$ cat src/rtl/trigger_acq_ctrl_pkg.sv
// trigger_acq_ctrl_pkg: shared oscilloscope types and defaults
// State enum, decimation lookup, capture depth and auto timeout.
package trigger_acq_ctrl_pkg;

    localparam int DEPTH_DEF        = 512;
    localparam int AUTO_TIMEOUT_DEF = 2048;

    typedef enum logic [1:0] {
        ST_ARM,
        ST_WAIT_TRIG,
        ST_CAPTURE,
        ST_HOLD
    } acq_state_t;

    // Last decimator count for a time/div setting (factor N minus one).
    function automatic logic [5:0] dec_last(input logic [1:0] tpd);
        logic [5:0] r;
        unique case (tpd)
            2'b00:   r = 6'd0;
            2'b01:   r = 6'd3;
            2'b10:   r = 6'd15;
            default: r = 6'd63;
        endcase
        return r;
    endfunction

endpackage

$ cat src/rtl/trigger_acq_ctrl_trig_detect.sv
// trig_detect: threshold crossing comparator
// Rising: prev below level, sample at/above. Falling: mirror image.
module trig_detect (
    input  logic [7:0] prev_sample,
    input  logic [7:0] sample,
    input  logic [7:0] level,
    input  logic       slope,
    output logic       hit
);

    // Crossing test for the selected edge direction.
    always_comb begin
        hit = 1'b0;
        if (slope)
            hit = (prev_sample > level) && (sample <= level);
        else
            hit = (prev_sample < level) && (sample >= level);
    end

endmodule

$ cat src/rtl/trigger_acq_ctrl.sv
// trigger_acq_ctrl: edge/auto trigger and frame capture controller
// Writes one decimated frame of DEPTH samples per trigger, then holds.
module trigger_acq_ctrl
    import trigger_acq_ctrl_pkg::*;
#(
    parameter int DEPTH        = DEPTH_DEF,
    parameter int AUTO_TIMEOUT = AUTO_TIMEOUT_DEF
) (
    input  logic                     clk,
    input  logic                     rst,
    input  logic [7:0]               sample,
    input  logic                     sample_valid,
    input  logic [7:0]               level,
    input  logic                     slope,
    input  logic                     mode,
    input  logic [1:0]               time_per_div,
    input  logic                     frame_ack,
    output logic                     wr_en,
    output logic [$clog2(DEPTH)-1:0] wr_addr,
    output logic [7:0]               wr_data,
    output logic                     frame_ready,
    output logic                     triggered,
    output logic                     auto_fired
);

    localparam int AW = $clog2(DEPTH);
    localparam int TW = $clog2(AUTO_TIMEOUT) + 1;
    localparam logic [AW-1:0] LAST_ADDR = AW'(DEPTH - 1);
    localparam logic [TW-1:0] TO_LAST   = TW'(AUTO_TIMEOUT - 1);

    acq_state_t    state, state_nx;
    logic [5:0]    dec_cnt;
    logic [TW-1:0] to_cnt;
    logic [7:0]    prev_sample;
    logic [AW-1:0] cap_addr;
    logic          accept;
    logic          hit;
    logic          timeout;
    logic          do_wr;
    logic          wr_at0;
    logic          fire_trig;
    logic          fire_auto;

    assign accept      = sample_valid && (dec_cnt == 6'd0);
    assign timeout     = mode && (to_cnt == TO_LAST);
    assign frame_ready = (state == ST_HOLD);

    trig_detect u_trig_detect (
        .prev_sample (prev_sample),
        .sample      (sample),
        .level       (level),
        .slope       (slope),
        .hit         (hit)
    );

    // State register.
    always_ff @(posedge clk) begin
        if (rst)
            state <= ST_ARM;
        else
            state <= state_nx;
    end

    // Next state and write/pulse decisions for the current sample.
    always_comb begin
        state_nx  = state;
        do_wr     = 1'b0;
        wr_at0    = 1'b0;
        fire_trig = 1'b0;
        fire_auto = 1'b0;
        unique case (state)
            ST_ARM: begin
                if (accept)
                    state_nx = ST_WAIT_TRIG;
            end
            ST_WAIT_TRIG: begin
                if (accept && hit) begin
                    do_wr     = 1'b1;
                    wr_at0    = 1'b1;
                    fire_trig = 1'b1;
                    state_nx  = ST_CAPTURE;
                end else if (accept && timeout) begin
                    do_wr     = 1'b1;
                    wr_at0    = 1'b1;
                    fire_auto = 1'b1;
                    state_nx  = ST_CAPTURE;
                end
            end
            ST_CAPTURE: begin
                if (accept) begin
                    do_wr = 1'b1;
                    if (cap_addr == LAST_ADDR)
                        state_nx = ST_HOLD;
                end
            end
            default: begin
                if (frame_ack)
                    state_nx = ST_ARM;
            end
        endcase
    end

    // Registered write port, pulses and capture address.
    always_ff @(posedge clk) begin
        if (rst) begin
            wr_en      <= 1'b0;
            wr_addr    <= '0;
            wr_data    <= 8'd0;
            triggered  <= 1'b0;
            auto_fired <= 1'b0;
            cap_addr   <= '0;
        end else begin
            wr_en      <= do_wr;
            triggered  <= fire_trig;
            auto_fired <= fire_auto;
            if (do_wr) begin
                wr_addr  <= wr_at0 ? '0 : cap_addr;
                wr_data  <= sample;
                cap_addr <= wr_at0 ? AW'(1) : cap_addr + AW'(1);
            end
        end
    end

    // Decimator, previous-sample and auto timeout tracking.
    always_ff @(posedge clk) begin
        if (rst) begin
            dec_cnt     <= 6'd0;
            to_cnt      <= '0;
            prev_sample <= 8'd0;
        end else begin
            if (state == ST_HOLD && frame_ack)
                dec_cnt <= 6'd0;
            else if (sample_valid)
                dec_cnt <= (dec_cnt >= dec_last(time_per_div)) ?
                           6'd0 : dec_cnt + 6'd1;
            if (accept && (state == ST_ARM || state == ST_WAIT_TRIG))
                prev_sample <= sample;
            if (state != ST_WAIT_TRIG || !mode)
                to_cnt <= '0;
            else if (accept)
                to_cnt <= to_cnt + TW'(1);
        end
    end

endmodule

$ cat config.mk
export PLATFORM = sky130hd
export DESIGN_NAME = trigger_acq_ctrl
export DESIGN_NICKNAME = d
export VERILOG_FILES = /design/src/rtl/trigger_acq_ctrl_pkg.sv /design/src/rtl/trigger_acq_ctrl_trig_detect.sv /design/src/rtl/trigger_acq_ctrl.sv
export SDC_FILE = /design/constraint.sdc
export NUM_CORES = 1
export LEC_CHECK = 0
export ABC_AREA = 1
export CORE_ASPECT_RATIO = 1.2
export CORE_MARGIN = 3
export CORE_UTILIZATION = 45
export DETAILED_ROUTE_END_ITERATION = 10
export PLACE_DENSITY = 0.68
export SLEW_MARGIN = 20
export SYNTH_ARGS = -nofsm -noshare
export SYNTH_HDL_FRONTEND = slang
export SYNTH_SLANG_ARGS = --single-unit
$ cat constraint.sdc
create_clock -name clk -period 2.4 [get_ports clk]
set_input_delay 0.36 -clock clk [delete_from_list [all_inputs] [get_ports clk]]
set_output_delay 0.36 -clock clk [all_outputs]
set_load 0.01 [all_outputs]
# ---- Word-level counts from Yosys, hierarchy flattened
# Cells that the tools add are included.
dict set report word_totals {
  regBits 57
  wordCells 72
}
dict set report classes {
  addsub 3
  n_lt_le_gt_ge 5
  n_eq_ne 12
  muxes 21
  n_bitwise 1
  n_reduce_logical 20
}
# cell count
set ops {}
lappend ops {{6-bit 2-to-1 mux} 4}
lappend ops {{9-bit 2-to-1 mux} 2}
lappend ops {{6-bit one-hot mux with 3 select lines} 1}
lappend ops {{12-bit by 1-bit adder with 12-bit output (second input constant)} 1}
lappend ops {{12-bit by 11-bit == test with 1-bit output (second input constant)} 1}
lappend ops {{2-bit 2-to-1 mux} 6}
lappend ops {{9-bit by 1-bit adder with 9-bit output (second input constant)} 1}
lappend ops {{9-bit == test (second input constant)} 1}
lappend ops {{8-bit greater-or-equal comparator} 1}
lappend ops {{8-bit > comparator} 1}
lappend ops {{8-bit <= comparator} 1}
lappend ops {{1-bit logical AND} 8}
lappend ops {{8-bit < comparator} 1}
lappend ops {{6-bit by 1-bit adder with 6-bit output (second input constant)} 1}
lappend ops {{2-bit == test (second input constant)} 3}
lappend ops {{6-bit greater-or-equal comparator} 1}
lappend ops {{6-bit logical NOT} 1}
lappend ops {{1-bit 2-to-1 mux} 6}
lappend ops {{2-bit != test (second input constant)} 3}
lappend ops {{2-bit one-hot mux with 3 select lines} 1}
lappend ops {{2-bit OR reduction} 3}
lappend ops {{5-bit AND reduction} 1}
lappend ops {{2-bit by 1-bit == test with 1-bit output (second input constant)} 2}
lappend ops {{2-bit logical NOT} 2}
lappend ops {{other kinds (8)} 9}

# ---- Longest topological paths before layout
# Gate-level depths: netlist (run 1).
dict set report logic_depth {
  depth_word 7
  ltp_mapped 21
}

# ---- Modules after synthesis
# From an unflattened synthesis (run 1), not the netlist that was laid out.
dict set report hier_totals {
  hier_cells 462
  area_unflattened_um2 3263.1
}
# module n_inst cells_each area_each_um2 seq_area_each_um2
set modules_own_cells {}
lappend modules_own_cells {trigger_acq_ctrl 1 390 2824.0 1141.1}
lappend modules_own_cells {trig_detect 1 72 439.2 0.0}

# ---- Worst setup path after synthesis (run 1)
# Ideal clock, no wire load.
dict set report synth_timing {
  path_kind {input to register}
  from {input port level[7]}
  to {register cap_addr[5]}
  setup_ps 113
  t_arrival_ps 1897
  required_ps 2287
  setup_slack_ps 390
  stages 15
  n_path_buf 1
  path_cell_list {inv_1 ha_1 a21o_1 nor2_1 and2_1 nand2_1 nand2_1 nand3_1 nand2_2 nand2_4 nand2_4 buf_2 nand3_1 nand2_1 nor2_1}
}
dict set report synth_via {
  elab_chain_len 7
}
# item line_no
set synth_rtl {}
lappend synth_rtl {{start, declared} trigger_acq_ctrl.sv:13} ;# input logic [7:0] level,
lappend synth_rtl {{8-bit < comparator (tied with other cells)} trigger_acq_ctrl_trig_detect.sv:17} ;# hit = (prev_sample < level) && (sample >= level);
lappend synth_rtl {{1-bit logical AND (on tied branches)} {trigger_acq_ctrl_trig_detect.sv:17, trigger_acq_ctrl_trig_detect.sv:15}}
lappend synth_rtl {{1-bit 2-to-1 mux (*)} trigger_acq_ctrl_trig_detect.sv:14} ;# if (slope)
lappend synth_rtl {{1-bit logical AND (*)} trigger_acq_ctrl.sv:77} ;# if (accept && hit) begin
lappend synth_rtl {{1-bit 2-to-1 mux (*)} trigger_acq_ctrl.sv:77}
lappend synth_rtl {{1-bit 2-to-1 mux} trigger_acq_ctrl.sv:71} ;# unique case (state)
lappend synth_rtl {{9-bit 2-to-1 mux} trigger_acq_ctrl.sv:119} ;# cap_addr <= wr_at0 ? AW'(1) : cap_addr + AW'(1);
lappend synth_rtl {{end signal, assigned} trigger_acq_ctrl.sv:119}
lappend synth_rtl {{end, declared} trigger_acq_ctrl.sv:35} ;# logic [AW-1:0] cap_addr;
# Mark *: on every way between the ends. The rest lies on a longest branch, timed or not.
# A chain may end at the register's enable or synchronous reset.

# ---- Worst setup path after layout (run 1)
dict set report layout_timing {
  from {input port level[2]}
  to {register cap_addr[4]}
}
# Same word-level chain as after synthesis.

==> metrics.yaml, run 1 <==
layout:
  num_antenna_cells: 0
  layout-drive-gt1-share_pct: 16.4
  final_common_cell: "nand2_1"
  layout_common_cells: "nand2_1, nor2_1, inv_1"
  final_cells: 618
  fin_nets: 581
  area_growth_syn_to_layout_pct: 34.1
  final_cell_area_um2: 4320
  final_core_utilization_pct: 62.7
clock_network:
  htree_num_levels: 3
  cts-root-to-sink-buffers: 2
  root_buffer: "clkbuf_8"
  hold_buffers: 0
  cts_buffer_count: 9
  clock_latency_ns: 0.34
  tritoncts: "done"
  cts.sinks: 57
  clk_pin_slew_ns: 0.06
synth:
  average_footprint_of_a_synthesized_cell_um2: 7.13
  synth_sequential_area_ratio_pct: 35.4
  synthCells: 452
  synth_nets: 507
  synth_cell_types: 30
  ys_seq_elements: 57
  synth.cell_area_um2: 3220
  synth-warning-count: 0
outcome:
  outcome: "completed"
sta:
  holdWs_ns: 0.466
  post_route_setup_tns_ns: 0
  rsz0062_at_grt: "true"
  final_period_demand_of_the_worst_path_ns: 2.32
  slew_viol_final: 0
  transition_time_at_the_pin_with_the_least_slew_margin_ns: 0.592
  clock-skew-final_ns: 0.00558
  final_critical_path_setup_slack_ns: 0.0827
  finalSetupViolations: 0
  maxClockFrequency_mhz: 432
  timing.max_slew.rel_slack_pct: 60.1
  fin_crit_sh_pct: 96.6
  final_hold_viol_count: 0
place:
  post-dp-hpwl_um: 5240
  placement_setup_slack_ns: -0.281
  gp_congestion: 0.809
  portBuffers: 44
  dpl_cell_area_um2: 3930
  placed_cells: 599
floorplanning:
  fp.coreArea_um2: 6900
  top_ports: 45
  floorplan.die.height_um: 98.7
  starting_utilization_of_the_core_area_pct: 46.8
  std_cell_rows: 33
  die_area_um2: 8220
  die_w_um: 83.3
critical_path:
  crit_slowest_cell: "clkdlybuf4s50_1"
  critPathMaxStageDelay_ns: 0.47
  cp_cell_sequence: "clkdlybuf4s50_1 > inv_1 > ha_1 > nand2_1 > inv_1 > nand2_1 > nand2_1 > nand2_2 > a21oi_2 > nand2_1 > nand2_1 > nand3_2 > nand2_2 > nand2_4 > nand2_4 > nand2_4 > inv_6 > clkbuf_16 > nor2_1 > nor2_1"
  crit_type: "input pin to register"
  critical_path_required_ns: 2.67
  critPathBufInv: 5
  critical_path.top_delay_family: "simple AND/OR/NAND/NOR gates"
  cp_max_fanout: 9
  nature_of_the_critical_path_startpoint: "input pin"
  data_arrival_time_of_the_worst_path_ns: 2.59
  critical-path-top-cell-by-count: "nand2_1"
  endpoint_kind_of_the_worst_setup_timing_path: "register"
power:
  cellLeakagePower_nw: 1.93
  power_density_nw_per_um2: 679
  ir_drop_v: 0.000406
  power_mw: 2.94
route:
  vias: 3003
  initial_drt_markers: 113
  drt_first_pass_iters: 4
  drt_drc: 0
  route.detailed.vias_per_inst: 4.86
  wl_per_cell_um: 11.8
  total_routed_length_um: 7290
  final_antenna_net_count: 0
global_routing:
  grt_use_total_pct: 17.4
  first_global_vias: 2855
  number_of_antenna_violations_at_the_first_check_in_global_routing: 0
  global_route.overflow_total: 0
  grt_first_pass_wirelength_um: 12000
  grt_start_max_net_pins: 36
job:
  cap_violations: 0
worst_hold_path:
  holdCritPathClass: "register to register"
==> timing repair <==
action / 4_1_cts / 5_1_grt
gates resized for setup: 0 / 33
buffers inserted: 0 / 1
setup endpoints to repair: 0 / 32
==> power breakdown <==
part	leakage (nW)	switching [mW]	internal (mW)
clock network	0.0932	0.369	0.426
logic	1.38	0.541	0.438
registers	0.462	0.0984	1.06
==> routing by layer <==
layer	global-route usage, %	part of all wire (%)
met2	32.6	51
met4	4.28	0.85
met1	19.5	45
met3	4.52	3.6
met5	0	0
==> cells in the mapped netlist <==
master / count / share of area (%)
nor2_1: 73 / 8.5
nand2_1: 84 / 9.8
a21o_1: 1 / 0.23
xor2_1: 9 / 2.4
nor2_4: 2 / 0.70
dfxtp_1: 57 / 35
nor3_1: 10 / 1.6
o21ai_0: 22 / 3.4
a21boi_0: 3 / 0.70
xnor2_1: 1 / 0.27
buf_1: 1 / 0.12
nand2_4: 3 / 1.0
ha_1: 31 / 12
buf_2: 3 / 0.47
nand3b_1: 3 / 0.70
nand4_2: 2 / 0.78
nor4_1: 3 / 0.58
nor2_2: 1 / 0.19
and2_1: 1 / 0.19
nand3_4: 1 / 0.54
nand4_1: 6 / 1.2
o21a_1: 1 / 0.23
inv_2: 2 / 0.23
inv_1: 65 / 7.6
buf_6: 4 / 1.4
clkbuf_1: 4 / 0.47
a221oi_1: 1 / 0.27
nand3_1: 26 / 4.0
nand2_2: 1 / 0.19
a21oi_1: 31 / 4.8
==> area by class of cell <==
| type | count | area (um2) |
|---|---|---|
| timing repair buffer | 75 | 733 |
| tap | 87 | 109 |
| clock inverter | 3 | 15.0 |
| clock buffer | 13 | 159 |
| multi-input combinational | 316 | 1910 |
| fill | 607 | 2570 |
| inverter | 67 | 256 |
| sequential | 57 | 1140 |
==> tightest hold or removal path, stage by stage (launching register included) <==
cell and delay (ns):
dfxtp_1 0.29, inv_1 0.07, a21oi_1 0.06
==> worst paths after layout <==
| path | from | to | slack, ns | depth (start not counted) |
|---|---|---|---|---|
| worst max-delay path | level[2] | cap_addr[4] | 0.08 | 20 |
| worst min-delay path | prev_sample[0] | prev_sample[0] | 0.47 | 2 |
| worst max register to register | dec_cnt[0] | cap_addr[4] | 0.17 | 17 |
| worst min register to register | prev_sample[0] | prev_sample[0] | 0.47 | 2 |
==> registers in the layout, indices dropped and copies added, names as in the netlist <==
signal	flops
dec_cnt	6
triggered	1
to_cnt	12
state	2
prev_sample	8
cap_addr	9
auto_fired	1
wr_en	1
wr_data	8
wr_addr	9
==> cell families after synthesis <==
family                     share of synthesized area, %
xor gates and xnor gates                           2.72
adders and majority gates                          12.0
and+or+nand+nor                                    30.0
buffers and inverters                              10.2
DFF                                                35.4
AOI/OAI and AO/OA                                  9.66
(Power assumes the default switching activity.)
==> inputs of run 2 (changes only) <==
SETUP_SLACK_MARGIN = 0.15   (was not set)
==> run 2 against run 1 <==
Net effect:
- routed wire length is 2.3% higher
- via count is 0.60% higher
- worst hold slack worse by 0.11 ns
- worst setup slack better by 0.20 ns
- clock-buffer cell count stayed put
- core utilization is 1.6 points higher
- global-route usage is 0.45 points higher
- sequential share of layout area is 0.64 points lower
- critical path depth is 2 lower
==> metrics.yaml, run 2 (synthesis gave the netlist of run 1 again) <==
outcome:
  outcome: "completed"
sta:
  final_period_demand_of_the_worst_path_ns: 2.12  # -0.196 ns
  fin_crit_sh_pct: 88.4  # -8.2 points
  rsz0062_at_grt: "true"
  final_critical_path_setup_slack_ns: 0.279  # +0.196 ns
  slew_viol_final: 0  # unchanged
  final_hold_viol_count: 0  # unchanged
  clock-skew-final_ns: 0.00777  # +0.00218 ns
  finalSetupViolations: 0  # unchanged
  timing.max_slew.rel_slack_pct: 54.6  # -5.5 points
  transition_time_at_the_pin_with_the_least_slew_margin_ns: 0.674  # +0.0814 ns
  holdWs_ns: 0.359  # -0.106 ns
  maxClockFrequency_mhz: 471  # +9.2%
job:
  cap_violations: 0  # unchanged
critical_path:
  crit_type: "register to register"
  crit_slowest_cell: "dfxtp_1"
  cp_max_fanout: 4  # -5
  nature_of_the_critical_path_startpoint: "register"
  critical-path-top-cell-by-count: "nand2_4"
  cp_cell_sequence: "inv_2 > ha_1 > inv_1 > nor2_2 > nand3_4 > nor2_4 > nand4_2 > nor2_2 > nand4_2 > nand2_2 > nand2_4 > nand2_4 > nand2_4 > inv_6 > buf_6 > buf_6 > nor2_4 > nor2_1"
  critical_path_required_ns: 2.66  # about the same
  data_arrival_time_of_the_worst_path_ns: 2.39  # -0.20 ns
  critPathMaxStageDelay_ns: 0.33  # -0.14 ns
  endpoint_kind_of_the_worst_setup_timing_path: "register"
clock_network:
  root_buffer: "clkbuf_8"
  htree_num_levels: 3  # unchanged
  tritoncts: "done"
  cts.sinks: 57  # unchanged
  cts-root-to-sink-buffers: 2  # unchanged
  clk_pin_slew_ns: 0.06  # about the same
  cts_buffer_count: 9  # unchanged
  clock_latency_ns: 0.33  # about the same
layout:
  layout-drive-gt1-share_pct: 18.8  # +2.4 points
  final_common_cell: "nand2_1"
  area_growth_syn_to_layout_pct: 37.6
  fin_nets: 583  # +0.34%
  num_antenna_cells: 0  # unchanged
  layout.filler_cells: 596  # -1.8%
  largest_register_ff_count: 12  # unchanged
  layout_common_cells: "nand2_1, nor2_1, dfxtp_1"
  registers.top_by_ff_count: "to_cnt"
  layout_top_registers: "to_cnt (12), cap_addr (9), wr_addr (9)"
global_routing:
  grt_start_max_net_pins: 36  # unchanged
  grt_use_total_pct: 17.8  # +0.45 points
  first_global_vias: 2900  # +1.6%
  grt_first_pass_wirelength_um: 12200  # +2.2%
  number_of_antenna_violations_at_the_first_check_in_global_routing: 0  # unchanged
  global_route.overflow_total: 0  # unchanged
floorplanning:
  floorplan.die.height_um: 98.7  # unchanged
  top_ports: 45  # unchanged
  std_cell_rows: 33  # unchanged
  die_area_um2: 8220  # unchanged
  fp.coreArea_um2: 6900  # unchanged
  starting_utilization_of_the_core_area_pct: 46.8  # unchanged
  die_w_um: 83.3  # unchanged
route:
  route.detailed.vias_per_inst: 4.87  # +0.27%
  drt_first_pass_iters: 4  # unchanged
  final_antenna_net_count: 0  # unchanged
  wl_per_cell_um: 12.0  # +2.0%
  initial_drt_markers: 95  # -16%
  vias: 3021  # +0.60%
  drt_drc: 0  # unchanged
  total_routed_length_um: 7460  # +2.3%
worst_hold_path:
  holdCritPathClass: "input pin to register"
power:
  ir_drop_v: 0.000454  # +12%
  combPwrFrac_pct: 33.9  # +0.5 points
  power.share.sequential_pct: 39.3  # -0.2 points
  netSwitchingPower_mw: 1.03  # +2.0%
  power.share.clock_pct: 26.8  # -0.3 points
  power_density_nw_per_um2: 670  # -1.4%
  cellInternalPower_mw: 1.94  # +0.78%
  power_mw: 2.97  # +1.2%
  sw_frac_of_total_pct: 34.6  # +0.26 points
  cellLeakagePower_nw: 2.08  # +7.8%
place:
  placement_setup_slack_ns: -0.281  # unchanged
  portBuffers: 44  # unchanged
  post-dp-hpwl_um: 5240  # unchanged
  gp_congestion: 0.809  # unchanged
[run 2: cell types whose count changed in the layout (fill, tap and decap cells not counted), moves of 3 or more]
| cell | change |
|---|---|
| inv_2 | +6 |
| ha_4 | +3 |
| ha_1 | -3 |
| nand2_2 | +3 |
| clkdlybuf4s50_1 | -16 |
| nand2_1 | -3 |
| buf_4 | -3 |
| buf_6 | +6 |
| inv_1 | -6 |
| dlymetal6s2s_1 | +16 |
| nor2_2 | -3 |
[run 2: critical path: cells and delay by family (launching register included)]
family	cells	cell delay, ns
fa+ha+maj	1	0.14
buf+inv	5	0.43
flops	1	0.33
simple gates	12	1.13
[run 2: timing repair]
action                                  in CTS  in global routing
endpoints found under the setup margin      28                 41
pin swaps                                    0                 22
buffers inserted                             2                  2
gates resized for setup                      6                 63
cloned                                       1                  0
hold buffers                                 0                  0
[run 2: worst paths after layout]
| check | to | slack, ns | startpoint | cells after the start |
|---|---|---|---|---|
| hold / removal | prev_sample[2] | 0.36 | sample[2] | 3 |
| setup reg to reg | cap_addr[7] | 0.28 | dec_cnt[0] | 18 |
| hold reg to reg | prev_sample[0] | 0.47 | prev_sample[0] | 2 |
| setup / recovery | cap_addr[7] | 0.28 | dec_cnt[0] | 18 |
[run 2: power groups by stage]
stage	Sequential (mW)	Combinational (mW)	Clock, mW
after floorplan	1.17	0.562	0
after global placement	1.17	0.865	0
after detailed placement	1.17	0.882	0
after CTS	1.15	0.916	0.812
after global routing	1.18	1.13	0.855
final	1.17	1.01	0.796
[run 2: layout make-up]
cell class                 count  area (um2)  share of cell area, %
sequential                    57        1140                   25.8
clock buffer                  13         159                   3.58
multi-input combinational    316        1960                   44.1
clock inverter                 3        15.0                  0.339
inverter                      67         256                   5.78
timing repair buffer          77         796                   17.9
tap                           87         109                   2.45
[run 2: per-stage QoR]
stage | cell area [um2] | instances | setup TNS (ns) | utilization, %
after CTS | 4160 | 618 | 0 | 60.4
after floorplan | 3220 | 452 | 0 | -
final | 4440 | 620 | 0 | 64.3
after detailed placement | 3930 | 599 | -7.23 | 57.0
after global routing | 4440 | 620 | 0 | 64.3
after global placement | 3930 | 599 | -5.43 | 57.0
[run 2: routing by layer]
metal | part of all wire (%) | track usage, %
met5 | 0 | 0
met4 | 0.75 | 4.28
met3 | 3.6 | 4.52
met2 | 53 | 34.0
met1 | 43 | 19.6
